===== config.mk =====
export PLATFORM = sky130hd
export DESIGN_NAME = onewire_master
export DESIGN_NICKNAME = d
export VERILOG_FILES = /design/src/rtl/onewire_master.sv
export SDC_FILE = /design/constraint.sdc
export NUM_CORES = 1
export LEC_CHECK = 0
export ABC_CLOCK_PERIOD_IN_PS = 3000
export BUFFER_PORTS_ARGS = -buffer_cell sky130_fd_sc_hd__buf_2
export CAP_MARGIN = 10
export CORE_UTILIZATION = 57
export CTS_CLUSTER_SIZE = 28
export DETAILED_ROUTE_END_ITERATION = 8
export HOLD_SLACK_MARGIN = 0.12
export PLACE_DENSITY = 0.86
export SLEW_MARGIN = 20
export SYNTH_ARGS = -nofsm -noshare
export SYNTH_HDL_FRONTEND = slang
export SYNTH_SLANG_ARGS = --single-unit

===== constraint.sdc =====
create_clock -name clock -period 3 [get_ports clock]
set_input_delay 0.75 -clock clock [delete_from_list [all_inputs] [get_ports clock]]
set_output_delay 0.75 -clock clock [all_outputs]
set_load 0.005 [all_outputs]

===== src/rtl/onewire_master.sv =====
// Byte-level 1-Wire bus master.
//
// Sits between a valid/ready command port and an IOBUF driving an open-drain
// pin. It generates reset/presence sequences and 8-slot LSB-first byte
// transfers. All timing comes from a microsecond prescaler derived from the
// system clock.
//
// Ports:
//   clock, reset_n                 system clock (rising edge), async active-low reset
//   cmd_valid/cmd_ready            command handshake
//   cmd_op                         0 = bus reset/presence, 1 = byte transfer
//   cmd_data[7:0]                  byte to send (0xFF = pure read)
//   rsp_valid/rsp_ready            response handshake
//   rsp_data[7:0]                  bits sampled during the transfer, LSB first
//   rsp_presence                   presence pulse seen after a bus reset
//   pad_i, pad_oen                 IOBUF I (always 0) and OEN (0 = pull low)
//   pad_o                          IOBUF O, asynchronous line readback
module onewire_master #(
  parameter int CLOCK_HZ = 27_000_000
) (
  input  logic       clock,
  input  logic       reset_n,
  input  logic       cmd_valid,
  output logic       cmd_ready,
  input  logic       cmd_op,
  input  logic [7:0] cmd_data,
  output logic       rsp_valid,
  input  logic       rsp_ready,
  output logic [7:0] rsp_data,
  output logic       rsp_presence,
  output logic       pad_i,
  output logic       pad_oen,
  input  logic       pad_o
);

  localparam int US_DIV = CLOCK_HZ / 1_000_000;
  localparam int PW     = (US_DIV > 1) ? $clog2(US_DIV) : 1;
  localparam logic [PW-1:0] PRE_LAST = PW'(US_DIV - 1);

  typedef enum logic [2:0] {
    IDLE, RST_LOW, RST_REL, SLOT_LOW, SLOT_REL, SLOT_REC, RESP
  } state_t;

  state_t        state, state_n;
  logic [PW-1:0] pre;
  logic [8:0]    us;
  logic          tick;
  logic          timed;
  logic          sync_p0, sync_p1;
  logic [7:0]    tx;
  logic [7:0]    sr;
  logic [2:0]    bitcnt;
  logic          pres;
  logic          sample_now;
  logic          pres_win;

  assign tick  = (pre == PRE_LAST);
  assign timed = (state == RST_LOW) || (state == RST_REL) || (state == SLOT_LOW) ||
                 (state == SLOT_REL) || (state == SLOT_REC);

  // The read point sits 15 us into the slot. A write-0 slot is still low
  // there (us 15 of SLOT_LOW); a write-1 slot has spent 6 us low, so the
  // point lands 9 us into SLOT_REL.
  assign sample_now = (pre == '0) &&
                      (((state == SLOT_LOW) && (us == 9'd15)) ||
                       ((state == SLOT_REL) && tx[0] && (us == 9'd9)));

  assign pres_win = (state == RST_REL) && (us >= 9'd60) && (us <= 9'd240);

  assign cmd_ready    = (state == IDLE);
  assign rsp_valid    = (state == RESP);
  assign rsp_data     = sr;
  assign rsp_presence = pres;
  assign pad_i        = 1'b0;

  always_comb begin
    state_n = state;
    case (state)
      IDLE:     if (cmd_valid) state_n = cmd_op ? SLOT_LOW : RST_LOW;
      RST_LOW:  if (tick && (us == 9'd479)) state_n = RST_REL;
      RST_REL:  if (tick && (us == 9'd479)) state_n = RESP;
      SLOT_LOW: if (tick && (us == (tx[0] ? 9'd5 : 9'd59))) state_n = SLOT_REL;
      // Release lasts until 70 us after slot start.
      SLOT_REL: if (tick && (us == (tx[0] ? 9'd63 : 9'd9))) state_n = SLOT_REC;
      SLOT_REC: if (tick && (us == 9'd1)) state_n = (bitcnt == 3'd7) ? RESP : SLOT_LOW;
      RESP:     if (rsp_ready) state_n = IDLE;
      default:  state_n = IDLE;
    endcase
  end

  always_ff @(posedge clock or negedge reset_n) begin
    if (!reset_n) begin
      state   <= IDLE;
      pad_oen <= 1'b1;
      pre     <= '0;
      us      <= '0;
      sync_p0 <= 1'b1;
      sync_p1 <= 1'b1;
      tx      <= '0;
      sr      <= '0;
      bitcnt  <= '0;
      pres    <= 1'b0;
    end else begin
      // Stage p0 -> p1: two-flop synchronizer for the asynchronous line.
      sync_p0 <= pad_o;
      sync_p1 <= sync_p0;

      state <= state_n;
      // Registered pad control follows the state being entered, so the line
      // drops on the same edge that accepts the command or starts a slot.
      pad_oen <= !((state_n == RST_LOW) || (state_n == SLOT_LOW));

      if (state_n != state) begin
        pre <= '0;
        us  <= '0;
      end else if (timed) begin
        if (tick) begin
          pre <= '0;
          us  <= us + 9'd1;
        end else begin
          pre <= pre + 1'b1;
        end
      end

      if ((state == IDLE) && cmd_valid) begin
        tx     <= cmd_data;
        sr     <= '0;
        bitcnt <= '0;
        pres   <= 1'b0;
      end

      if (sample_now) sr <= {sync_p1, sr[7:1]};

      if (pres_win && !sync_p1) pres <= 1'b1;

      if ((state == SLOT_REC) && tick && (us == 9'd1) && (bitcnt != 3'd7)) begin
        bitcnt <= bitcnt + 3'd1;
        tx     <= {1'b0, tx[7:1]};
      end
    end
  end

endmodule


# Word level (Yosys, flattened, before mapping)
# Index checks and enable logic that the tools add are counted.
# word_totals
ff_bits,40
latch_bits,0
ramBits,0
rom_bits,0
in_bits,14
out_inout_bits,13
elab_cells,90
n_memories,0
# classes
addsub,3
multipliers,0
div,0
n_lt_le_gt_ge,2
n_eq_ne,18
shifts,0
muxes,26
bitwise_logic,0
n_reduce_logical,31
# ops
operator,count
8-bit two-way mux,4
3-bit two-way mux,10
9-bit two-way mux,3
3-bit case mux with 7 select lines,1
"9-bit by 4-bit equality test with 1-bit output, second input constant",2
9-bit by 6-bit equality test with 1-bit output,2
1-bit logical AND,15
5-bit two-way mux,3
"3-bit equality test, second input constant",4
6-bit two-way mux,2
2-bit nonzero test,5
"9-bit by 1-bit adder with 9-bit output, second input constant",1
"3-bit by 2-bit equality test with 1-bit output, second input constant",3
"9-bit by 1-bit equality test with 1-bit output, second input constant",1
"9-bit equality test, second input constant",1
"9-bit by 6-bit greater-or-equal comparator with 1-bit output, second input constant",1
"9-bit by 8-bit less-or-equal comparator with 1-bit output, second input constant",1
"3-bit by 1-bit equality test with 1-bit output, second input constant",2
1-bit logical OR,6
"5-bit by 1-bit adder with 5-bit output, second input constant",1
"5-bit equality test, second input constant",1
5-bit zero test,1
"3-bit by 1-bit adder with 3-bit output, second input constant",1
3-bit zero test,1
6 further kinds,8

# Longest topological paths before layout
# logic_depth
ltp_word,8
mapped_depth,9
depth_no_buf,8

# Worst setup path after synthesis
# OpenSTA, ideal clock, no wires.
# synth_path
path_type,flip-flop to flip-flop
startpoint,register pre[0]
endpoint,register us[0]
setup_time_ns,0.133
t_arrival_ns,2.055
required_ns,2.867
slack_ns,0.812
stages_incl_launch_ff,9
n_path_buf,0
synth_period_minus_slack_ns,2.188
cell_sequence,dfrtp_1 > inv_1 > ha_1 > nand4b_4 > or4_4 > o31a_1 > o211ai_2 > xor2_2 > nor3_1
# synth_via
elab_chain_len,7
word_cells_on_any_way,16
cone_classes,eq/ne: 2; mux: 7; reduce/logical: 7
# synth_lines
item,line_no,source
"start, declared",45,logic [PW-1:0] pre;
"start signal, assigned",121,pre <= pre + 1'b1;
5-bit equality test (*),57,assign tick = (pre == PRE_LAST);
"1-bit logical AND, on equally long branches",--,
"3-bit two-way mux, on equally long branches",--,
3-bit case mux with 7 select lines (*),78,case (state)
via state_n[1],44,"state_t state, state_n;"
3-bit != test (*),113,if (state_n != state) begin
2-bit nonzero test (no line),--,
2-bit AND reduction (no line),--,
"end signal, assigned",119,us <= us + 9'd1;
"end, declared",46,logic [8:0] us;
# Mark *: on every way through the listed nets, which the timed path passes. The rest lies on a longest branch.
# A chain may end at the register's enable or synchronous reset.

# Worst setup path after layout
# layout_path
startpoint,register pre[0]
endpoint,register us[3]
# The elaborated chain is that of the path after synthesis.

==> impl_metrics.tcl <==
set metrics [dict create \
    outcome "complete, no violations" \
    setup_viol 0 \
    routed_wl_um 4300 \
    cts_root_buf "clkbuf_8" \
    antenna_left 0 \
    synth_ff_type "dfrtp_1" \
    p_leak_nw 1.13 \
    grt_max_degree 41 \
    ys_async_sr_fraction_pct 100 \
    gp_congestion 0.868 \
    grt_pass1_vias 1710 \
    r2r_cells 8 \
    path_class "flip-flop to flip-flop" \
    cts_made_buffers 5 \
    max_slew_margin_pct 44.2 \
    ys_warn_count 0 \
    wl_met1_um 1950 \
    cts_hold_buffers 0 \
    rows 21 \
    clockBufferDepth 2 \
    cts_sinks 40 \
    synth.area.top_cells "dfrtp_1 (43%), nand2_1 (5.4%), ha_1 (4.7%)" \
    path_clk_slew_ns 0.07 \
    htreeDepth 2 \
    cp.arrival_ns 2.61 \
    drive_gt1_share_pct 17.5 \
    cp-end-kind "flip-flop" \
    finalCoreUtilization_pct 69.3 \
    synth_top_cell_area_share_pct 43.1 \
    tritoncts "yes" \
    syn_nets 256 \
    dr.pass1.iters 4 \
    path_max_fanout 8 \
    core_um2 3470 \
    totalNegativeSetupSlack_ns 0 \
    netlist_area_um2 2150 \
    period_share_pct 81.9 \
    grt.total_usage_pct 24.7 \
    hold_viol_final 0 \
    avgSynthCellArea_um2 9.19 \
    nNetsFinal 278 \
    hold_path_depth 0 \
    fmaxAchievable_mhz 407 \
    maxCapViolCount 0 \
    grt_pass1_wl_um 7610 \
    pin_count 27 \
    irDropWorstVdd_v 0.000479 \
    route.detailed.drc 0 \
    vias 1763 \
    top_layer "met4" \
    r2r-start "pre[0]" \
    rsz0062_at_grt "false" \
    diodes 0 \
    die-area_um2 4020 \
    synth_largest_area_cell "dfrtp_1" \
    dieWidth_um 63.4 \
    routed_via_density 5.82 \
    met2WireLength_um 2040 \
    cts_resized 0 \
    met3_length_um 220 \
    hold_end "sync_p1" \
    portBuffers 25 \
    synth_seq_cells 40 \
    critPathLaunchType "flip-flop" \
    cellPowerDensity_nw_per_um2 704 \
    synth_edf_count 0 \
    netlist_instances 234 \
    syn_to_final_growth_pct 11.8 \
    worst_slew_pin_slew_ns 0.837 \
    grt_overflow_total 0 \
    place.detailed.hpwl_um 3020 \
    seq_area_frac_synth_pct 46.7 \
    critPathRequiredTime_ns 3.16 \
    min_period_ns 2.46 \
    cts_setup_buffers 0 \
    first_iter_violations 204 \
    r2r_slack_ns 0.54 \
    yosysUniqueCellTypes 48 \
    die_h_um 63.4 \
    r2r-end "us[3]" \
    clk-insertion-delay-late_ns 0.30 \
    clock_skew_ns 0.00682 \
    antenna_found_initial 0 \
    slew_violations 0 \
    wl_per_cell_um 14.2 \
    hold_start "sync_p0" \
    floorplan.initialDensity_pct 62.0 \
    hold_class "flip-flop to flip-flop" \
]
[state kept, by name, indices dropped and copies added (netlist names)]
signal / cells
us: 9
rsp_data: 8
tx: 8
pre: 5
bitcnt: 3
state: 3
pad_oen: 1
rsp_presence: 1
sync_p0: 1
sync_p1: 1
[power by group]
group          switching, mW  leakage [nW]  internal (mW)  total, mW
Combinational          0.299         0.548          0.183      0.482
Clock                  0.189        0.0541          0.246      0.435
Sequential             0.122         0.526          0.651      0.773
Total                  0.611          1.13           1.08       1.69
[cell type report]
cell class / instances / area [um2]
fillers: 264 / 1070
multi-input cells: 166 / 1030
flip-flops and latches: 40 / 1000
repair buffers: 26 / 133
clock buffers: 5 / 68.8
inverters: 17 / 63.8
well taps: 46 / 57.6
clock inverters: 3 / 42.5
[layer usage]
metal | GRT usage (%) | vias to the layer above
met5 | 0 | -
met3 | 7.61 | 10
met4 | 12.5 | 0
met2 | 38.6 | 51
li1 | - | 863
met1 | 30.7 | 839
[synthesized netlist by cell type, drive strengths merged (3+ instances only)]
cell / instances
nor2: 11
nand3: 18
dfstp: 3
xnor2: 4
nand2: 31
or3: 3
xor2: 5
a21oi: 9
dfrtp: 37
clkbuf: 8
a22oi: 7
inv: 17
o21ai: 16
nor4: 3
ha: 8
nor3: 15
buf: 3
nand4: 5
[worst max path at each step]
stage | startpoint | endpoint | slack [ns] | cells past startpoint
floorplan | pre[0] | us[0] | 0.81 | 8
finish | pre[0] | us[3] | 0.54 | 8
CTS | pre[0] | us[3] | 0.55 | 8
global route | state[1] | us[3] | 0.31 | 6
global placement | pre[0] | us[8] | 0.66 | 8
detailed placement | pre[0] | us[5] | 0.59 | 8
[metrics by stage]
| stage | instances | instance area, um2 | power, mW | hold WS, ns | setup slack [ns] |
|---|---|---|---|---|---|
| floorplan | 234 | 2150 | 1.12 | 0.345 | 0.812 |
| global placement | 295 | 2290 | 1.24 | 0.346 | 0.665 |
| detailed placement | 295 | 2290 | 1.26 | 0.349 | 0.589 |
| CTS | 303 | 2400 | 1.70 | 0.360 | 0.552 |
| global route | 303 | 2400 | 1.80 | 0.361 | 0.310 |
| finish | 303 | 2400 | 1.69 | 0.359 | 0.544 |
[layout by cell type (no fill, tap or decap), types with 3 or more instances in the layout]
master,instances
nand2_1,31
xnor2_1,4
dfrtp_1,37
nor3_1,15
nor2_1,11
dfstp_2,3
nand4_1,5
inv_1,17
a22oi_1,7
or3_1,3
a21oi_1,9
clkbuf_8,5
nand3_1,18
buf_2,25
xor2_1,4
ha_1,8
o21ai_0,16
[worst max-delay path, cell delays in order (launching register included)]
cell	delay (ns)
dfrtp_1	0.42
inv_1	0.10
ha_1	0.22
nand4b_4	0.16
or4_4	0.56
o31a_1	0.26
o211ai_2	0.10
xor2_2	0.37
nor3_1	0.12
[cell families after synthesis]
kind of cell	Yosys count	synth area share [%]
buffers and inverters	28	5.24
XOR/XNOR	9	4.02
adder cells (fa/ha/maj)	8	4.66
flip-flops	40	46.7
other	1	0.174
multiplexers	3	1.46
AND/OR/NAND/NOR	99	24.0
AO/OA/AOI/OAI	46	13.7
(Power assumes the default switching activity.)
